$ cat src/rtl/vex_bram_pkg.sv
// Shared types for the VexRiscv iBus/dBus to BRAM arbiter.
// Source tags, access sizes, lane-mask helper and response tags.
package vex_bram_pkg;

  typedef enum logic {
    SRC_IBUS = 1'b0,
    SRC_DBUS = 1'b1
  } src_e;

  localparam logic [1:0] SIZE_B = 2'd0;
  localparam logic [1:0] SIZE_H = 2'd1;
  localparam logic [1:0] SIZE_W = 2'd2;

  typedef struct packed {
    logic valid;
    src_e src;
    logic err;
  } rsp_tag_t;

  function automatic logic [3:0] be_gen(
    input logic [1:0] size,
    input logic [1:0] addr
  );
    logic [3:0] be;
    be = 4'b1111;
    unique case (1'b1)
      size == SIZE_B: be = 4'b0001 << addr;
      size == SIZE_H: be = 4'b0011 << {addr[1], 1'b0};
      default:        be = 4'b1111;
    endcase
    return be;
  endfunction

endpackage

$ cat src/rtl/vex_bram_rsp_pipe.sv
// Fixed-depth shift pipe carrying read tags alongside BRAM latency.
// Never stalls; reset flushes every stage.
module vex_bram_rsp_pipe
  import vex_bram_pkg::*;
#(
  parameter int unsigned DEPTH = 1
) (
  input  logic     clk,
  input  logic     rst_n,
  input  rsp_tag_t tag_in,
  output rsp_tag_t tag_out
);

  rsp_tag_t pipe_q [DEPTH];

  always_ff @(posedge clk or negedge rst_n) begin
    if (!rst_n) begin
      for (int i = 0; i < DEPTH; i++) begin
        pipe_q[i] <= '0;
      end
    end else begin
      pipe_q[0] <= tag_in;
      for (int i = 1; i < DEPTH; i++) begin
        pipe_q[i] <= pipe_q[i-1];
      end
    end
  end

  assign tag_out = pipe_q[DEPTH-1];

endmodule

$ cat src/rtl/vex_bram_bus_arbiter.sv
// Arbitrates VexRiscv iBus and dBus onto one BRAM port.
// dBus wins unless iBus has lost STARVE_LIMIT times in a row.
module vex_bram_bus_arbiter
  import vex_bram_pkg::*;
#(
  parameter int unsigned ADDR_W       = 10,
  parameter logic [31:0] BASE_ADDR    = 32'h0000_0000,
  parameter int unsigned READ_LATENCY = 1,
  parameter int unsigned STARVE_LIMIT = 2
) (
  input  logic              clk_clk,
  input  logic              reset_reset_n,
  input  logic              ibus_cmd_valid,
  output logic              ibus_cmd_ready,
  input  logic [31:0]       ibus_cmd_pc,
  output logic              ibus_rsp_valid,
  output logic              ibus_rsp_error,
  output logic [31:0]       ibus_rsp_inst,
  input  logic              dbus_cmd_valid,
  output logic              dbus_cmd_ready,
  input  logic              dbus_cmd_wr,
  input  logic [31:0]       dbus_cmd_address,
  input  logic [31:0]       dbus_cmd_data,
  input  logic [1:0]        dbus_cmd_size,
  output logic              dbus_rsp_valid,
  output logic              dbus_rsp_error,
  output logic [31:0]       dbus_rsp_data,
  output logic [ADDR_W-1:0] onchip_memory_address,
  output logic              onchip_memory_chipselect,
  output logic              onchip_memory_clken,
  output logic              onchip_memory_write,
  output logic [31:0]       onchip_memory_writedata,
  output logic [3:0]        onchip_memory_byteenable,
  input  logic [31:0]       onchip_memory_readdata,
  output logic              err_sticky
);

  logic [2:0]  starve_q;
  logic        force_i;
  logic        grant_i;
  logic        grant_d;
  logic        acc;
  logic        acc_legal;
  logic [31:0] d_off;
  logic [31:0] i_off;
  logic        d_in;
  logic        i_in;
  logic        d_align;
  logic        d_legal;
  logic        i_legal;
  logic        clken_q;
  rsp_tag_t    tag_in;
  rsp_tag_t    tag_out;

  assign force_i = ibus_cmd_valid
                && (starve_q == 3'(STARVE_LIMIT));
  assign grant_d = reset_reset_n && dbus_cmd_valid
                && !force_i;
  assign grant_i = reset_reset_n && ibus_cmd_valid
                && !grant_d;
  assign acc     = grant_d || grant_i;

  assign d_off = dbus_cmd_address - BASE_ADDR;
  assign i_off = ibus_cmd_pc - BASE_ADDR;
  assign d_in  = (d_off >> (ADDR_W + 2)) == 32'd0;
  assign i_in  = (i_off >> (ADDR_W + 2)) == 32'd0;

  always_comb begin
    d_align = 1'b0;
    unique case (1'b1)
      dbus_cmd_size == SIZE_B: d_align = 1'b1;
      dbus_cmd_size == SIZE_H: d_align = !dbus_cmd_address[0];
      dbus_cmd_size == SIZE_W: d_align = dbus_cmd_address[1:0] == 2'b00;
      default:                 d_align = 1'b0;
    endcase
  end

  assign d_legal   = d_in && d_align;
  assign i_legal   = i_in && (ibus_cmd_pc[1:0] == 2'b00);
  assign acc_legal = grant_d ? d_legal : i_legal;

  assign ibus_cmd_ready = grant_i;
  assign dbus_cmd_ready = grant_d;

  assign onchip_memory_chipselect = acc && acc_legal;
  assign onchip_memory_write      = onchip_memory_chipselect
                                 && grant_d && dbus_cmd_wr;
  assign onchip_memory_writedata  = dbus_cmd_data;
  assign onchip_memory_clken      = clken_q;

  always_comb begin
    onchip_memory_address    = '0;
    onchip_memory_byteenable = 4'b0000;
    if (acc) begin
      onchip_memory_address = grant_d ? d_off[ADDR_W+1:2]
                                      : i_off[ADDR_W+1:2];
    end
    if (onchip_memory_chipselect) begin
      onchip_memory_byteenable = grant_d
        ? be_gen(dbus_cmd_size, dbus_cmd_address[1:0])
        : 4'b1111;
    end
  end

  always_ff @(posedge clk_clk or negedge reset_reset_n) begin
    if (!reset_reset_n) begin
      starve_q   <= 3'd0;
      err_sticky <= 1'b0;
      clken_q    <= 1'b0;
    end else begin
      clken_q <= 1'b1;
      if (!ibus_cmd_valid || grant_i) begin
        starve_q <= 3'd0;
      end else if (grant_d) begin
        starve_q <= starve_q + 3'd1;
      end
      if (acc && !acc_legal) begin
        err_sticky <= 1'b1;
      end
    end
  end

  // Illegal reads still occupy a slot so responses stay in order.
  always_comb begin
    tag_in.valid = grant_i || (grant_d && !dbus_cmd_wr);
    tag_in.src   = grant_d ? SRC_DBUS : SRC_IBUS;
    tag_in.err   = !acc_legal;
  end

  vex_bram_rsp_pipe #(
    .DEPTH (READ_LATENCY)
  ) u_rsp_pipe (
    .clk     (clk_clk),
    .rst_n   (reset_reset_n),
    .tag_in  (tag_in),
    .tag_out (tag_out)
  );

  assign ibus_rsp_valid = tag_out.valid
                       && (tag_out.src == SRC_IBUS);
  assign dbus_rsp_valid = tag_out.valid
                       && (tag_out.src == SRC_DBUS);
  assign ibus_rsp_error = ibus_rsp_valid && tag_out.err;
  assign dbus_rsp_error = dbus_rsp_valid && tag_out.err;
  assign ibus_rsp_inst  = (ibus_rsp_valid && !tag_out.err)
                        ? onchip_memory_readdata : 32'd0;
  assign dbus_rsp_data  = (dbus_rsp_valid && !tag_out.err)
                        ? onchip_memory_readdata : 32'd0;

endmodule

$ cat config.mk
export PLATFORM = sky130hd
export DESIGN_NAME = vex_bram_bus_arbiter
export DESIGN_NICKNAME = d
export VERILOG_FILES = /design/src/rtl/vex_bram_pkg.sv /design/src/rtl/vex_bram_rsp_pipe.sv /design/src/rtl/vex_bram_bus_arbiter.sv
export SDC_FILE = /design/constraint.sdc
export NUM_CORES = 1
export LEC_CHECK = 0
export CAP_MARGIN = 10
export CORE_MARGIN = 10
export CORE_UTILIZATION = 20
export DETAILED_ROUTE_END_ITERATION = 16
export GPL_TIMING_DRIVEN = 0
export MAX_ROUTING_LAYER = met4
export PLACE_DENSITY_LB_ADDON = 0.2
export SYNTH_ARGS = -nofsm -noshare
export SYNTH_HDL_FRONTEND = slang
export SYNTH_HIERARCHICAL = 1
export SYNTH_SLANG_ARGS = --single-unit
export TNS_END_PERCENT = 10
$ cat constraint.sdc
create_clock -name clk_clk -period 3.5 [get_ports clk_clk]
set_input_delay 1.05 -clock clk_clk [delete_from_list [all_inputs] [get_ports clk_clk]]
set_output_delay 1.05 -clock clk_clk [all_outputs]
set_load 0.02 [all_outputs]
==> impl_metrics.csv, run 1 <==
group,metric,value,unit
logic_synthesis,synth_flop_cell,"dfrtp_1",
logic_synthesis,yosys-top-cells-area,"and2_1 32%, buf_4 18%, dfrtp_1 15%",
logic_synthesis,yosys_warnings,6,
drt,drt-total-wl,9310,microns
grt,grt_overflow,0,
layout,stdcell_area,0.00375,sq mm
timing,holdWs,477,ps
clock_network,ctsRootBufferMaster,"clkbuf_8",
placement,io_buffers,222,
power,finalPower,488,uW
min_path,hold_class,"reg -> reg",
drt,via_count,2065,
timing,drv_slew,0,
drt,ant_nets,0,
die,die_y,102,microns
clock_network,clock_latency,230,ps
critical_path,cp_data_arrival_time,2570,ps
logic_synthesis,syn_nets,319,
die,ios,255,
run_status,failed_checks,"negative setup slack",
timing,finalCritPeriodShare,1.03,
drt,avgViaCountPerCell,4.25,
die,coreArea,0.00646,sq mm
critical_path,worst_r2r_startpoint,"starve_q[0]$_DFFE_PN0P_",
logic_synthesis,synthCells,182,
clock_network,cts_tree,"yes",
power,peakVddDrop,0.0000928,V
clock_network,clockBufferDepth,2,
die,dieArea,0.0104,sq mm
clock_network,h-tree-depth,1,
logic_synthesis,synth_seq_area_share,0.148,
critical_path,reg2regPathDepth,6,
clock_network,numCtsBuffers,3,
die,row_count,29,
critical_path,reg2reg_to,"err_sticky$_DFFE_PN0P_",
clock_network,cts.sinks,8,
logic_synthesis,synth.cell_area,0.00135,sq mm
timing,layout_setup_ws,-122,ps
timing,max_slew_margin,0.346,
layout,stdcell_count,486,
logic_synthesis,yosysTopAreaCellShare,0.324,
placement,dpl_cell_area,0.00367,sq mm
timing,hold_viol,0,
logic_synthesis,ys_seq_elements,8,
critical_path,cp_max_fo,7,
grt,grt_pass1_wl,12300,microns
layout,nNetsFinal,548,
run_status,outcome,"finished with violations",
timing,period_needed,3620,ps
drt,drt_iter0_drc,22,
logic_synthesis,synth_area_per_cell,7.42,sq um
critical_path,path_buf_inv,2,
critical_path,required,2450,ps
logic_synthesis,synthTopCellsByCount,"70 x and2_1, 32 x buf_4, 10 x a22o_1, 10 x nor4_1",
logic_synthesis,synth_edf_count,0,
drt,wl_per_cell,19.2,microns
timing,setup_violations,4,
grt,antenna_found_initial,0,
timing,tns,-390,ps
logic_synthesis,ys_types,31,
drt,post-route-drc-count,0,
placement,hpwl,8520,microns
critical_path,path_delay_family,"simple AND/OR/NAND/NOR gates",
logic_synthesis,synth_top_area_cell,"and2_1",
power,p_leak,1.65,nW
critical_path,critPathSlowestCell,"or4_4",
critical_path,crit_type,"in -> out",
logic_synthesis,ys_async_sr_fraction,1.00,
layout,final_util,0.581,
critical_path,cp-start-kind,"input pin",
critical_path,crit_chain,"buf_2 > nor4_2 > nand3_1 > or4_4 > a221oi_2 > buf_4",
grt,grt_pass1_vias,2174,
job,drv_cap,0,
layout,areaGrowthSynthToFinish,178,%
min_path,min_to,"err_sticky$_DFFE_PN0P_",
drt,drt-pass1-iter-count,4,
power,powerDensity,130,mW/mm^2
timing,tightest_slew,971,ps
critical_path,cp-end-kind,"primary output",
placement,place_ws,-1480,ps
grt,grtUsageTotal,0.158,
timing,rsz0062_at_grt,"yes",
placement,dp.cells,481,
min_path,min_from,"err_sticky$_DFFE_PN0P_",
die,die_x,102,microns
min_path,min_delay_path_depth,1,
die,start_util,0.209,
critical_path,slowest_delay,560,ps
layout,antenna_cells,0,
grt,grt_max_degree,16,
clock_network,postCtsHoldBufs,0,
timing,max_clock_freq,276,MHz
critical_path,r2r_slack,1590,ps
layout,drive_gt1_frac,0.210,
timing,finClkSkew,0.875,ps
clock_network,clk_pin_slew_worst_paths,40,ps
logic_synthesis,synth_most_common_cell,"and2_1",
placement,gp_congestion,0.783,
==> sequential cells by signal, indices dropped and copies added, names as in the netlist <==
| signal | cells |
|---|---|
| starve_q | 3 |
| u_rsp_pipe/tag_out | 3 |
| err_sticky | 1 |
| onchip_memory_clken | 1 |
==> final cells by class <==
| type | instances | area (sq um) |
|---|---|---|
| Clock buffer | 3 | 41.3 |
| Inverter | 4 | 15.0 |
| Buffer | 40 | 274 |
| Tap cell | 77 | 96.3 |
| Sequential cell | 8 | 200 |
| Multi-Input combinational cell | 129 | 968 |
| Timing Repair Buffer | 225 | 2150 |
| Fill cell | 619 | 2710 |
==> where the power goes <==
group	leakage [nW]	total (mW)	switching [mW]	internal, mW
combinational	1.53	0.279	0.107	0.172
clock	0.0216	0.111	0.0364	0.0745
sequential	0.0958	0.0976	0.00172	0.0959
==> layout by cell type (no fill, tap or decap), types with 2 or more instances in the layout <==
cell type / instances
nor2b_1: 3
clkbuf_1: 5
and3_1: 2
dlygate4sd2_1: 21
inv_1: 4
clkdlybuf4s15_1: 2
clkdlybuf4s50_1: 162
nor4_1: 2
a22o_1: 10
dlymetal6s2s_1: 7
o22ai_1: 2
ha_1: 2
nor2_1: 3
buf_6: 6
and2_1: 70
o21ai_0: 2
buf_2: 16
nand2_1: 3
clkbuf_2: 5
a221oi_2: 3
buf_4: 39
nor4_4: 2
o21a_1: 2
nor4_2: 6
clkbuf_8: 3
dfrtp_1: 8
a21oi_1: 2
nand2b_1: 2
==> how the worst max path moves through the flow <==
stage | from | endpoint | cells past startpoint
floorplan | dbus_cmd_address[17] | onchip_memory_byteenable[0] | 5
global placement | reset_reset_n | onchip_memory_byteenable[2] | 7
detailed placement | reset_reset_n | onchip_memory_byteenable[3] | 7
CTS | dbus_cmd_address[23] | onchip_memory_byteenable[3] | 7
global route | dbus_cmd_address[30] | onchip_memory_byteenable[0] | 6
finish | dbus_cmd_address[26] | onchip_memory_byteenable[0] | 6
==> layer usage <==
layer / GRT usage / vias to the layer above / share of wire
li1: - / 1045 / -
met3: 0.0533 / 2 / 0.10
met2: 0.295 / 138 / 0.53
met1: 0.156 / 880 / 0.37
met5: - / - / 0
met4: 0.0260 / 0 / 0.0029
==> timing repair <==
item | in CTS | in global routing
setup buffers | 3 | 0
pin swaps | 20 | 14
gates resized for setup | 148 | 33
setup endpoints to repair | 18 | 10
==> cells by family after synthesis <==
family,Yosys count,synth area share
simple gates,98,0.444
buf+inv,45,0.215
compound gates,26,0.157
flops,8,0.148
fa+ha+maj,2,0.0185
other cells,1,0.00278
xor+xnor,1,0.00648
mux,1,0.00741
Power figures use the tool's default switching activity.
==> inputs of run 2 (changes only) <==
- CORE_UTILIZATION: 20 -> 21
- CTS_BUF_LIST: unset -> sky130_fd_sc_hd__clkbuf_8
- CTS_CLUSTER_DIAMETER: unset -> 30
==> run 2 against run 1 <==
  * The flow still finishes with violations (negative setup slack)
  * Sequential power hardly changed
  * Combinational power hardly changed
  * Non-clock buffer count is 1 higher
  * Fmax is 1.1% higher
  * Global-route usage is 1.3 points higher
  * Final area is 0.17% lower
  * Total power hardly changed
  * Critical path depth stayed put
  * Flip-flop and latch count stayed put
  * First-iteration DRC count is 27% lower
  * Count of clock-buffer cells in the layout stayed put
  * Critical path type unchanged
  * Largest power group unchanged
  * Highest routed layer unchanged
==> impl_metrics.csv, run 2 (synthesized netlist as in run 1, its figures left out) <==
group,metric,value,unit
placement,gp_congestion,0.821,
timing,tns,-275,ps
run_status,failed_checks,"negative setup slack",
drt,wl_per_cell,19.0,microns
grt,antenna_found_initial,0,
critical_path,critPathSlowestCell,"or4_4",
min_path,min_delay_path_depth,1,
timing,period_needed,3580,ps
critical_path,reg2regPathDepth,6,
die,dieArea,0.0100,sq mm
layout,layout_commonest_cell,"clkdlybuf4s50_1",
critical_path,critPathLaunch,"dbus_cmd_address[1]",
layout,nNetsFinal,549,
drt,ant_nets,0,
min_path,min_to,"err_sticky$_DFFE_PN0P_",
drt,post-route-drc-count,0,
timing,drv_slew,0,
grt,grt_pass1_vias,2222,
critical_path,cp_data_arrival_time,2530,ps
clock_network,cts_tree,"yes",
timing,tightest_slew,861,ps
timing,max_slew_margin,0.420,
placement,io_buffers,222,
die,die_x,100,microns
critical_path,r2r_slack,1570,ps
timing,finalCritPeriodShare,1.02,
clock_network,cts.sinks,8,
grt,grtUsageTotal,0.170,
die,ios,255,
drt,drt-total-wl,9270,microns
grt,grt_pass1_wl,13100,microns
layout,antenna_cells,0,
critical_path,reg2reg_to,"err_sticky$_DFFE_PN0P_",
layout,stdcell_count,487,
drt,via_count,2076,
clock_network,clk_pin_slew_worst_paths,40,ps
job,drv_cap,0,
clock_network,ctsRootBufferMaster,"clkbuf_8",
power,p_leak,1.65,nW
layout,areaGrowthSynthToFinish,177,%
run_status,outcome,"finished with violations",
die,coreArea,0.00631,sq mm
clock_network,numCtsBuffers,3,
clock_network,h-tree-depth,1,
timing,rsz0062_at_grt,"yes",
critical_path,cp-end-kind,"primary output",
critical_path,worst_r2r_startpoint,"starve_q[0]$_DFFE_PN0P_",
critical_path,slowest_delay,580,ps
die,start_util,0.214,
layout,drive_gt1_frac,0.205,
critical_path,cp_max_fo,7,
timing,max_clock_freq,279,MHz
timing,layout_setup_ws,-82.5,ps
die,row_count,29,
power,powerDensity,130,mW/mm^2
timing,setup_violations,4,
drt,drt_iter0_drc,16,
placement,dp.cells,481,
die,die_y,100,microns
critical_path,cp-start-kind,"input pin",
critical_path,required,2450,ps
power,peakVddDrop,0.0000795,V
critical_path,crit_type,"in -> out",
layout,final_cell_mix,"162 x clkdlybuf4s50_1, 70 x and2_1, 40 x buf_4",
placement,hpwl,8370,microns
clock_network,postCtsHoldBufs,0,
clock_network,clockBufferDepth,2,
drt,drt-pass1-iter-count,4,
timing,hold_viol,0,
min_path,min_from,"err_sticky$_DFFE_PN0P_",
critical_path,path_delay_family,"compound AO/OA/AOI/OAI gates",
clock_network,clock_latency,230,ps
timing,finClkSkew,2.81,ps
critical_path,path_buf_inv,2,
drt,avgViaCountPerCell,4.26,
grt,grt_overflow,0,
min_path,hold_class,"reg -> reg",
critical_path,crit_chain,"buf_8 > o21a_1 > o22a_1 > or4_4 > a221oi_2 > buf_4",
power,finalPower,487,uW
grt,grt_max_degree,15,
layout,final_util,0.593,
## run 2: cell type report
type / instances / area, sq um
multi-input cells: 129 / 936
flip-flops and latches: 8 / 200
inverters: 4 / 15.0
fillers: 577 / 2570
clock buffers: 3 / 41.3
well taps: 77 / 96.3
plain buffers: 40 / 279
repair buffers: 226 / 2180
## run 2: through the flow
stage | hold WS, ps | cell area, sq um | worst slack (ps)
4_1_cts | 473 | 3720 | -127
3_5_place_dp | 463 | 3670 | -1490
2_1_floorplan | 582 | 1350 | -181
5_1_grt | 504 | 3740 | -133
3_3_place_gp | 449 | 3670 | -1450
6_report | 468 | 3740 | -82.5
## run 2: power breakdown
part | total [mW] | switching [mW] | internal [mW]
Clock | 0.112 | 0.0370 | 0.0746
Combinational | 0.278 | 0.104 | 0.174
Sequential | 0.0974 | 0.00149 | 0.0959
## run 2: timing repair
| action | CTS | global route |
|---|---|---|
| setup endpoints to repair | 18 | 13 |
| buffers inserted | 4 | 0 |
| resized for setup | 165 | 21 |
| pin swaps | 22 | 11 |
## run 2: layer usage
layer / part of all wire / vias to the layer above / GRT usage / wire length, microns
met5: 0 / - / - / 0
met4: 0.0052 / 0 / 0.0293 / 48
met3: 0.11 / 4 / 0.0707 / 993
met2: 0.52 / 133 / 0.304 / 4790
met1: 0.37 / 894 / 0.172 / 3430
li1: - / 1045 / - / -
## run 2: worst max-delay path by stage
stage / endpoint / slack (ps) / cells past startpoint
floorplan: onchip_memory_byteenable[0] / -180 / 5
global placement: onchip_memory_byteenable[1] / -1450 / 7
detailed placement: onchip_memory_byteenable[2] / -1490 / 7
CTS: onchip_memory_byteenable[1] / -130 / 7
global route: onchip_memory_byteenable[1] / -130 / 6
finish: onchip_memory_byteenable[1] / -80 / 6
==> inputs of run 3 (changes only) <==
- CORE_UTILIZATION: 21 -> 22
- clock period: 3.5 -> 4.6 ns (I/O delays scaled with it)
==> run 3 against run 2 <==
  * The run now ends clean
  * Highest routed layer unchanged
  * Global-route usage is 0.80 points higher
  * Clock skew fell by 0.99 ps
  * Critical path depth is the same
  * Total power fell by 23%
  * Sequential power is 24% lower
==> impl_metrics.csv, run 3 (synthesized netlist as in run 1, its figures left out) <==
group,metric,value,unit
run_status,outcome,"finished clean",
critical_path,cp-end-kind,"primary output",
die,row_count,28,
timing,drv_slew,0,
placement,place_ws,-1030,ps
critical_path,required,3220,ps
grt,grt_overflow,0,
grt,grtUsageTotal,0.178,
critical_path,r2r_slack,2790,ps
drt,ant_nets,0,
drt,avgViaCountPerCell,4.28,
critical_path,reg2reg_to,"err_sticky$_DFFE_PN0P_",
grt,antenna_found_initial,0,
critical_path,endpoint,"onchip_memory_byteenable[2]",
timing,max_slew_margin,0.441,
die,start_util,0.227,
timing,finClkSkew,1.81,ps
drt,via_count,2065,
power,p_leak,1.67,nW
drt,drt-total-wl,9350,microns
layout,final_cell_mix,"190 x clkdlybuf4s50_1, 70 x and2_1, 37 x buf_4",
timing,max_clock_freq,220,MHz
clock_network,clock_latency,230,ps
layout,seq_area,200,sq um
placement,io_buffers,222,
timing,period_needed,4550,ps
die,die_x,98.4,microns
critical_path,reg2regPathDepth,5,
timing,hold_viol,0,
grt,met3_usage,0.0507,
power,peakVddDrop,0.0000789,V
layout,final_util,0.634,
grt,met2_usage,0.337,
drt,wl_per_cell,19.4,microns
grt,grt_max_degree,16,
layout,nNetsFinal,546,
placement,dpl_cell_area,0.00367,sq mm
job,drv_cap,0,
grt,grt_pass1_wl,13500,microns
drt,post-route-drc-count,0,
critical_path,critPathLaunch,"dbus_cmd_address[13]",
drt,drt_iter0_drc,28,
grt,grt_pass1_vias,2232,
timing,layout_setup_ws,52.4,ps
clock_network,h-tree-depth,1,
drt,drt-pass1-iter-count,4,
clock_network,cts.sinks,8,
critical_path,cp_max_fo,8,
power,powerDensity,100,mW/mm^2
die,coreArea,0.00596,sq mm
die,ios,255,
die,dieArea,0.00968,sq mm
clock_network,clk_pin_slew_worst_paths,40,ps
critical_path,critPathSlowestCell,"or4_4",
critical_path,worst_r2r_startpoint,"starve_q[0]$_DFFE_PN0P_",
clock_network,numCtsBuffers,3,
critical_path,crit_chain,"clkdlybuf4s50_1 > nor4_1 > nand3_1 > or4_4 > a221oi_2 > buf_4",
layout,areaGrowthSynthToFinish,179,%
critical_path,cp_data_arrival_time,3170,ps
critical_path,slowest_delay,500,ps
min_path,hold_class,"reg -> reg",
layout,stdcell_count,482,
placement,dp.cells,479,
layout,antenna_cells,0,
clock_network,ctsRootBufferMaster,"clkbuf_8",
timing,finalCritPeriodShare,0.989,
layout,multiInputGateArea,908,sq um
clock_network,cts_tree,"yes",
grt,grt-busiest-layer,"met2",
layout,stdcell_area,0.00377,sq mm
critical_path,crit_type,"in -> out",
layout,drive_gt1_frac,0.135,
grt,met1_usage,0.178,
layout,fillCellCount,532,
placement,hpwl,8500,microns
power,finalPower,377,uW
layout,layout_commonest_cell,"clkdlybuf4s50_1",
timing,tightest_slew,830,ps
timing,setup_violations,0,
clock_network,clockBufferDepth,2,
critical_path,cp-start-kind,"input pin",
placement,gp_congestion,0.864,
die,die_y,98.4,microns
run 3: worst min path at each step:
| stage | startpoint | end | slack, ps | depth (start not counted) |
|---|---|---|---|---|
| after CTS | err_sticky$_DFFE_PN0P_ | err_sticky$_DFFE_PN0P_ | 480 | 1 |
| after global routing | err_sticky$_DFFE_PN0P_ | err_sticky$_DFFE_PN0P_ | 520 | 1 |
| final | err_sticky$_DFFE_PN0P_ | err_sticky$_DFFE_PN0P_ | 480 | 1 |
| after detailed placement | err_sticky$_DFFE_PN0P_ | err_sticky$_DFFE_PN0P_ | 460 | 1 |
| after global placement | err_sticky$_DFFE_PN0P_ | err_sticky$_DFFE_PN0P_ | 460 | 1 |
| after floorplan | err_sticky$_DFFE_PN0P_ | err_sticky$_DFFE_PN0P_ | 580 | 1 |
run 3: through the flow:
step	hold WS, ps	TNS, ps
5_1_grt	521	-147
3_3_place_gp	461	-13450
6_report	483	0
4_1_cts	478	-133
3_5_place_dp	456	-13790
2_1_floorplan	582	0
run 3: power breakdown:
| group | total (mW) | switching, mW | internal, mW |
|---|---|---|---|
| Clock | 0.0855 | 0.0287 | 0.0568 |
| Combinational | 0.218 | 0.0782 | 0.140 |
| Sequential | 0.0741 | 0.00111 | 0.0729 |
| Total | 0.377 | 0.108 | 0.269 |
run 3: repair_timing:
item                                    CTS  global route
endpoints found under the setup margin   18            10
pin swaps                                 4            10
hold buffers                              0             0
buffers inserted                          0             1
gates resized for setup                  54            23
run 3: routing by layer:
| layer | vias up | wire length (microns) | share of wire |
|---|---|---|---|
| met5 | - | 0 | 0 |
| met4 | 0 | 64 | 0.0068 |
| met3 | 5 | 770 | 0.082 |
| met2 | 133 | 5030 | 0.54 |
| met1 | 891 | 3490 | 0.37 |
| li1 | 1036 | - | - |
run 3: worst max-delay path: cells and delay by family:
family,cells,cell delay [ps]
AO/OA/AOI/OAI,1,300
AND/OR/NAND/NOR,3,860
buffers and inverters,2,620
run 3: area by class of cell:
| class | instances | area share |
|---|---|---|
| plain buffers | 40 | 0.0729 |
| clock buffers | 3 | 0.0109 |
| inverters | 4 | 0.00398 |
| multi-input cells | 129 | 0.241 |
| flip-flops and latches | 8 | 0.0531 |
| well taps | 75 | 0.0249 |
| repair buffers | 223 | 0.594 |
